--- src/rtl/mem_port_arbiter_pkg.sv ---
// Shared types and constants for the data-memory port arbiter.
// The state enum, port indices and default widths live here.
package mem_arb_pkg;

  localparam int ARB_ADDR_W = 4;
  localparam int ARB_DATA_W = 4;

  localparam logic PORT_FETCH = 1'b0;
  localparam logic PORT_LS    = 1'b1;

  typedef enum logic [1:0] {
    IDLE  = 2'd0,
    GRANT = 2'd1,
    DONE  = 2'd2
  } arb_state_t;

endpackage

--- src/rtl/mem_port_arbiter_if.sv ---
// Requester-side handshake plus memory-side pins of the data-memory arbiter.
// A requester holds req/we/addr/wd stable from assertion through its done cycle.
// done is a single-cycle pulse. A req still high in the cycle after done counts as a new request.
interface mem_port_arbiter_if
  import mem_arb_pkg::*;
#(
  parameter int ADDR_W = ARB_ADDR_W,
  parameter int DATA_W = ARB_DATA_W
) ();

  logic              req0;
  logic              req1;
  logic              we0;
  logic              we1;
  logic [ADDR_W-1:0] addr0;
  logic [ADDR_W-1:0] addr1;
  logic [DATA_W-1:0] wd0;
  logic [DATA_W-1:0] wd1;
  logic              done0;
  logic              done1;
  logic [DATA_W-1:0] rdata;
  logic              busy;
  logic              Mem_Wr;
  logic [ADDR_W-1:0] Mem_Addr;
  logic [DATA_W-1:0] Mem_Wr_D;
  logic [DATA_W-1:0] Mem_Rd_D;
  arb_state_t        dbg_state;

  modport slave (
    input  req0, req1, we0, we1, addr0, addr1, wd0, wd1, Mem_Rd_D,
    output done0, done1, rdata, busy, Mem_Wr, Mem_Addr, Mem_Wr_D, dbg_state
  );

  modport master (
    output req0, req1, we0, we1, addr0, addr1, wd0, wd1, Mem_Rd_D,
    input  done0, done1, rdata, busy, Mem_Wr, Mem_Addr, Mem_Wr_D, dbg_state
  );

endinterface

--- src/rtl/mem_port_arbiter_rr_arb2.sv ---
// Combinational two-way round-robin picker.
// The priority bit is owned and updated by the caller.
module rr_arb2
  import mem_arb_pkg::*;
(
  input  logic req0,
  input  logic req1,
  input  logic prio,
  output logic sel,
  output logic any
);

  assign any = req0 | req1;

  always_comb begin
    sel = PORT_FETCH;
    if (req0 && req1) sel = prio;
    else if (req1)    sel = PORT_LS;
  end

endmodule

--- src/rtl/mem_port_arbiter.sv ---
// Serialises fetch (port 0) and load/store (port 1) accesses onto the single memory port.
// Each access runs IDLE -> GRANT -> DONE.
module mem_port_arbiter
  import mem_arb_pkg::*;
#(
  parameter int ADDR_W = ARB_ADDR_W,
  parameter int DATA_W = ARB_DATA_W
) (
  input logic                Clk,
  input logic                Rst,
  mem_port_arbiter_if.slave  bus
);

  arb_state_t        state;
  logic              prio;
  logic              sel;
  logic              pick;
  logic              any;
  logic              cmd_we;
  logic [ADDR_W-1:0] cmd_addr;
  logic [DATA_W-1:0] cmd_wd;
  logic [DATA_W-1:0] rdata_q;

  rr_arb2 u_rr_arb2 (
    .req0 (bus.req0),
    .req1 (bus.req1),
    .prio (prio),
    .sel  (pick),
    .any  (any)
  );

  always_ff @(posedge Clk) begin
    if (Rst) begin
      state    <= IDLE;
      prio     <= 1'b0;
      sel      <= 1'b0;
      cmd_we   <= 1'b0;
      cmd_addr <= '0;
      cmd_wd   <= '0;
      rdata_q  <= '0;
    end else begin
      case (state)
        IDLE: begin
          if (any) begin
            sel      <= pick;
            prio     <= ~pick;
            cmd_we   <= pick ? bus.we1   : bus.we0;
            cmd_addr <= pick ? bus.addr1 : bus.addr0;
            cmd_wd   <= pick ? bus.wd1   : bus.wd0;
            state    <= GRANT;
          end
        end
        GRANT: begin
          if (!cmd_we) rdata_q <= bus.Mem_Rd_D;
          state <= DONE;
        end
        DONE:    state <= IDLE;
        default: state <= IDLE;
      endcase
    end
  end

  // Memory pins come only from registered command state; Rst can still veto a write mid-GRANT.
  assign bus.Mem_Wr    = (state == GRANT) && cmd_we && !Rst;
  assign bus.Mem_Addr  = cmd_addr;
  assign bus.Mem_Wr_D  = cmd_wd;
  assign bus.done0     = (state == DONE) && (sel == PORT_FETCH);
  assign bus.done1     = (state == DONE) && (sel == PORT_LS);
  assign bus.rdata     = rdata_q;
  assign bus.busy      = (state != IDLE);
  assign bus.dbg_state = state;

endmodule

--- src/flat_wrapper.sv ---
// flat-port wrapper written by rule: the top's interface ports become plain ports
module mem_port_arbiter_flat import mem_arb_pkg::*;
#(
  parameter int ADDR_W = ARB_ADDR_W,
  parameter int DATA_W = ARB_DATA_W
)
  (Clk, Rst, bus_req0, bus_req1, bus_we0, bus_we1, bus_addr0, bus_addr1, bus_wd0, bus_wd1, bus_Mem_Rd_D, bus_done0, bus_done1, bus_rdata, bus_busy, bus_Mem_Wr, bus_Mem_Addr, bus_Mem_Wr_D, bus_dbg_state);
  mem_port_arbiter_if #(.ADDR_W(ADDR_W), .DATA_W(DATA_W)) bus_i ();
  input logic Clk;
  input logic Rst;
  input wire logic [$bits(bus_i.req0)-1:0] bus_req0;
  input wire logic [$bits(bus_i.req1)-1:0] bus_req1;
  input wire logic [$bits(bus_i.we0)-1:0] bus_we0;
  input wire logic [$bits(bus_i.we1)-1:0] bus_we1;
  input wire logic [$bits(bus_i.addr0)-1:0] bus_addr0;
  input wire logic [$bits(bus_i.addr1)-1:0] bus_addr1;
  input wire logic [$bits(bus_i.wd0)-1:0] bus_wd0;
  input wire logic [$bits(bus_i.wd1)-1:0] bus_wd1;
  input wire logic [$bits(bus_i.Mem_Rd_D)-1:0] bus_Mem_Rd_D;
  output wire logic [$bits(bus_i.done0)-1:0] bus_done0;
  output wire logic [$bits(bus_i.done1)-1:0] bus_done1;
  output wire logic [$bits(bus_i.rdata)-1:0] bus_rdata;
  output wire logic [$bits(bus_i.busy)-1:0] bus_busy;
  output wire logic [$bits(bus_i.Mem_Wr)-1:0] bus_Mem_Wr;
  output wire logic [$bits(bus_i.Mem_Addr)-1:0] bus_Mem_Addr;
  output wire logic [$bits(bus_i.Mem_Wr_D)-1:0] bus_Mem_Wr_D;
  output wire logic [$bits(bus_i.dbg_state)-1:0] bus_dbg_state;
  assign bus_i.req0 = bus_req0;
  assign bus_i.req1 = bus_req1;
  assign bus_i.we0 = bus_we0;
  assign bus_i.we1 = bus_we1;
  assign bus_i.addr0 = bus_addr0;
  assign bus_i.addr1 = bus_addr1;
  assign bus_i.wd0 = bus_wd0;
  assign bus_i.wd1 = bus_wd1;
  assign bus_i.Mem_Rd_D = bus_Mem_Rd_D;
  assign bus_done0 = bus_i.done0;
  assign bus_done1 = bus_i.done1;
  assign bus_rdata = bus_i.rdata;
  assign bus_busy = bus_i.busy;
  assign bus_Mem_Wr = bus_i.Mem_Wr;
  assign bus_Mem_Addr = bus_i.Mem_Addr;
  assign bus_Mem_Wr_D = bus_i.Mem_Wr_D;
  assign bus_dbg_state = bus_i.dbg_state;
  mem_port_arbiter #(.ADDR_W(ADDR_W), .DATA_W(DATA_W)) u_core (.Clk(Clk), .Rst(Rst), .bus(bus_i));
endmodule
--- config.mk ---
export PLATFORM = sky130hd
export DESIGN_NAME = mem_port_arbiter_flat
export DESIGN_NICKNAME = d
export VERILOG_FILES = /design/src/rtl/mem_port_arbiter_pkg.sv /design/src/rtl/mem_port_arbiter_if.sv /design/src/rtl/mem_port_arbiter_rr_arb2.sv /design/src/rtl/mem_port_arbiter.sv /design/src/flat_wrapper.sv
export SDC_FILE = /design/constraint.sdc
export NUM_CORES = 1
export LEC_CHECK = 0
export CAP_MARGIN = 0
export CORE_ASPECT_RATIO = 0.8
export CORE_UTILIZATION = 38
export DETAILED_ROUTE_END_ITERATION = 10
export PLACE_DENSITY = 0.78
export SLEW_MARGIN = 30
export SYNTH_ARGS = -nofsm -noshare
export SYNTH_HDL_FRONTEND = slang
export SYNTH_HIERARCHICAL = 1
export SYNTH_SLANG_ARGS = --single-unit
--- constraint.sdc ---
create_clock -name Clk -period 1.7 [get_ports Clk]
set_input_delay 0.17 -clock Clk [delete_from_list [all_inputs] [get_ports Clk]]
set_output_delay 0.17 -clock Clk [all_outputs]
set_load 0.02 [all_outputs]
After elaboration in Yosys (flattened, before gate mapping)

Cells that the tools add are included.

Add/subtract/negate cells: 0
$mul: 0
Div/mod/pow operators: 0
$lt $le $gt $ge: 0
Equality and inequality tests: 3
Shifts and indexed selects: 0
Multiplexer cells: 7
Bitwise gates (word level): 4
Reduce and logical (&&, ||, !) cells: 10

Operators with widths:

| cell                 | count |
|---|---|
| $mux W4              | 2 |
| $logic_and A1 B1 Y1  | 5 |
| $pmux W2 S2          | 1 |
| $reduce_and A2 Y1    | 2 |
| $mux W1              | 3 |
| $not A1 Y1           | 3 |
| $eq A2 B1 Y1 const B | 1 |
| $eq A2 B2 Y1 const B | 1 |
| $logic_not A2 Y1     | 1 |
| $mux W2              | 1 |
| $ne A2 B1 Y1 const B | 1 |
| $reduce_bool A2 Y1   | 1 |
| $logic_not A1 Y1     | 1 |
| $or A1 B1 Y1         | 1 |

Register bits after elaboration: 17
Bits in latches: 0
Bits in writable memories: 0
Memory bits (read-only): 0
Output and inout bits: 18
Memories kept: 0

Longest topological paths before layout

Word-level depth: 3
Mapped depth: 6
Gate-level depth less buffers: 5

Hierarchy

Netlist, hierarchy kept.

Modules (own cells, without submodules):

| module           | times used | cells each | area an instance (um^2) | sequential area each (um^2) |
|---|---|---|---|---|
| mem_port_arbiter | 1          | 70         | 795.8                   | 340.3 |
| rr_arb2          | 1          | 3          | 17.5                    | 0.0 |

Least setup slack after synthesis

Ideal clock, no wire load.

Path type: register to output
Start point: register u_core.state[1] (netlist: u_core/bus.dbg_state[1])
End point: output port bus_done0
Data arrival time: 1.154 ns
Required time: 1.530 ns
Path slack: 0.376 ns
Cell stages (with the launch flop): 2
Path buffers: 0
Cells stage by stage: dfxtp_1 > nor3b_1

Word-level cells in the longest chain between the ends: 2

RTL lines:

| element                | RTL line               | RTL |
|---|---|---|
| from (decl)            | mem_port_arbiter.sv:14 | `arb_state_t state;` |
| from (signal assigned) | mem_port_arbiter.sv:34 | `state <= IDLE;` |
| from (signal assigned) | mem_port_arbiter.sv:50 | `state <= GRANT;` |
| from (signal assigned) | mem_port_arbiter.sv:55 | `state <= DONE;` |
| $eq A2 B2 Y1           | mem_port_arbiter.sv:67 | `assign bus.done0 = (state == DONE) && (sel == PORT_FETCH);` |
| $logic_and A1 B1 Y1    | mem_port_arbiter.sv:67 |  |
| to (decl)              | flat_wrapper.sv:20     | `output wire logic [$bits(bus_i.done0)-1:0] bus_done0;` |

No other way between the ends.

Worst setup path in the final report

Start point: register u_core.state[1] (netlist: u_core/bus.dbg_state[1])
End point: output port bus_dbg_state[1]

RTL lines:

| element   | RTL line           | RTL |
|---|---|---|
| to (decl) | flat_wrapper.sv:27 | `output wire logic [$bits(bus_i.dbg_state)-1:0] bus_dbg_state;` |

No word-level cell between the ends.

==> impl_metrics.py <==
metrics = {
    "floorplan": {
        "die_area_sq_mm": 0.00233,
        "rows": 14,
        "coreArea_sq_mm": 0.00194,
        "ioPinCount": 44,
        "die_y_um": 43.4,
        "initial_core_util": 0.418,
        "die_w_um": 53.7,
    },
    "synth": {
        "synth_commonest_cells": "17 x dfxtp_1, 15 x mux2i_1, 15 x nor2_1",
        "ys_seq_area_frac": 0.418,
        "ys.flop_type": "dfxtp_1",
        "synth_nets": 99,
        "synth-edff-count": 0,
        "synth_area_leader_cell": "dfxtp_1",
        "ys_types": 17,
        "synth_seq_cells": 17,
        "syn_inst": 73,
        "synth_top_area_frac": 0.418,
        "synth_area_leaders": "dfxtp_1 42%, mux2i_1 18%, a211oi_2 14%, nor2_1 6.9%, nor3b_4 4.6%",
        "synth_warnings": 6,
        "synth.most_common_cell": "dfxtp_1",
        "synth_area_per_cell_sq_um": 11.1,
        "syn-cell-area_sq_um": 813,
        "synthArstFlopShare": 0,
    },
    "global_route": {
        "grt_pass1_wl_um": 2940,
        "grtUsageMet2": 0.316,
        "track_usage": 0.178,
        "grt_overflow_total": 0,
        "grt_pass1_vias": 725,
        "grt_util_met3": 0.0842,
        "antenna_found_initial": 0,
        "top_usage_layer": "met2",
        "grt_max_degree": 22,
        "grtUsageMet1": 0.175,
    },
    "outcome": {
        "status": "finished clean",
    },
    "placement": {
        "port_buffers": 43,
        "dpl.hpwl_um": 1400,
        "gp_congestion": 0.695,
        "post-place-cells": 141,
        "preCtsSetupSlack_ns": -0.0733,
    },
    "worst_setup_path": {
        "worstPathArrival_ns": 1.40,
        "startpoint_type": "register",
        "worstSetupPathType": "reg2out",
        "worstPathMaxFanout": 6,
        "required_ns": 1.53,
        "end_kind": "primary output",
    },
    "layout": {
        "layout.nets": 148,
        "stdcell_count": 145,
        "drive_gt1_frac": 0.182,
        "synthToLayoutAreaGrowth_pct": 60.0,
        "diodes": 0,
    },
    "detailed_routing": {
        "wl_um": 1740,
        "drc": 0,
        "ant_nets": 0,
        "wl_per_cell_um": 12.0,
        "via_per_inst": 4.90,
        "drt_first_pass_iters": 2,
        "via_count": 711,
        "drt-initial-drc-count": 2,
    },
    "sta": {
        "rsz0062_at_grt": "no",
        "clock_skew_ns": 0.00390,
        "final_max_slew_viol_count": 0,
        "fin_crit_ns": 1.57,
        "hold_viol_final": 0,
        "fmax_mhz": 635,
        "fin_ws_ns": 0.126,
        "relSlewSlack": 0.792,
        "setup_viol": 0,
        "worstMarginPinSlew_ns": 0.311,
        "finalCritPeriodShare": 0.926,
    },
    "power": {
        "powerDensity_mw_per_mm2": 785,
        "clockPowerShare": 0.208,
        "pwr-share-seq": 0.449,
        "p_int_uw": 722,
        "p_leak_uw": 0.000520,
        "p_sw_uw": 300,
        "power_frac_comb": 0.343,
        "p_sw_frac": 0.293,
        "ir_drop_mv": 0.664,
    },
    "clocking": {
        "htreeDepth": 1,
        "clk-insertion-delay-late_ns": 0.29,
        "cts_buffers": 3,
        "cts.sinks": 17,
        "root_buffer": "clkbuf_4",
        "tritoncts": "yes",
        "path_clk_slew_ns": 0.09,
        "clock_path_buffers": 2,
    },
    "worst_hold_path": {
        "hold_class": "reg2reg",
    },
    "run": {
        "drv_cap": 0,
    },
}
final timing paths:
path | from | end | slack [ns] | depth (start not counted)
worst max register to register | u_core/bus.dbg_state[1]$_SDFFE_PP0P_ | u_core/prio$_SDFFE_PP0P_ | 0.41 | 5
worst min register to register | u_core/bus.dbg_state[1]$_SDFFE_PP0P_ | u_core/bus.dbg_state[1]$_SDFFE_PP0P_ | 0.45 | 1
worst max-delay path | u_core/bus.dbg_state[1]$_SDFFE_PP0P_ | bus_dbg_state[1] | 0.13 | 2
worst min-delay path | u_core/bus.dbg_state[1]$_SDFFE_PP0P_ | u_core/bus.dbg_state[1]$_SDFFE_PP0P_ | 0.45 | 1
layer usage:
layer  up-vias  routed length, um
met2        26                869
met1       330                683
li1        351                  -
met3         4                151
met4         0                 36
met5         -                  0
registers in the layout (all words and copies together), names as in the netlist:
signal                count
u_core/prio               1
u_core/bus.Mem_Addr       4
u_core/bus.Mem_Wr_D       4
u_core/bus.dbg_state      2
u_core/sel                1
u_core/bus.rdata          4
u_core/cmd_we             1
metrics by stage:
step,hold WS [ns],instance area [sq um],util,TNS [ns],total power (uW)
final,0.452,1300,0.669,0,1020
after CTS,0.445,1300,0.669,0,1040
after detailed placement,0.432,1280,0.658,-0.0733,827
after global routing,0.453,1300,0.669,0,1080
after global placement,0.428,1280,0.658,-0.0390,816
after floorplan,0.317,813,-,0,667
repair_timing:
action | in CTS | in global routing
setup buffers | 0 | 0
gates resized for setup | 4 | 0
hold buffers | 0 | 0
endpoints found under the setup margin | 4 | 0
power groups by stage:
stage	sequential, uW	clock, uW	combinational [uW]
after global placement	466	0	350
final	459	212	351
after floorplan	510	0	157
after detailed placement	469	0	358
after global routing	464	239	378
after CTS	459	224	356
worst max-delay path, stage by stage, from the launching register on:
cell and delay, ns:
dfxtp_1 0.35, buf_4 0.16, clkdlybuf4s50_1 0.60
placed cells by master (no fill, tap or decap):
cell             count
mux2i_1             15
nor2b_1              1
or2_2                1
and3b_2              1
and2_1               1
clkbuf_4             3
buf_12               1
a21boi_1             1
inv_1                2
nor3b_4              2
nor2_1              15
nor3b_1              2
a211oi_2             9
buf_4                5
dfxtp_1             17
clkbuf_1             1
clkdlybuf4s50_1     39
dlygate4sd2_1        4
or2_1                1
logic make-up (layout without fill, tap and decap cells):
| kind of cell | count (synthesis) | in the layout | synth area share |
|---|---|---|---|
| simple gates | 24 | 24 | 0.177 |
| flops | 17 | 17 | 0.418 |
| mux | 15 | 15 | 0.185 |
| compound gates | 10 | 10 | 0.148 |
| buf+inv | 7 | 55 | 0.0723 |
cell type report:
cell class / count / area, sq um
inverters: 2 / 7.51
clock buffers: 4 / 26.3
fillers: 172 / 643
flip-flops and latches: 17 / 340
well taps: 24 / 30.0
repair buffers: 49 / 483
multi-input cells: 49 / 414
Power figures use the tool's default switching activity.
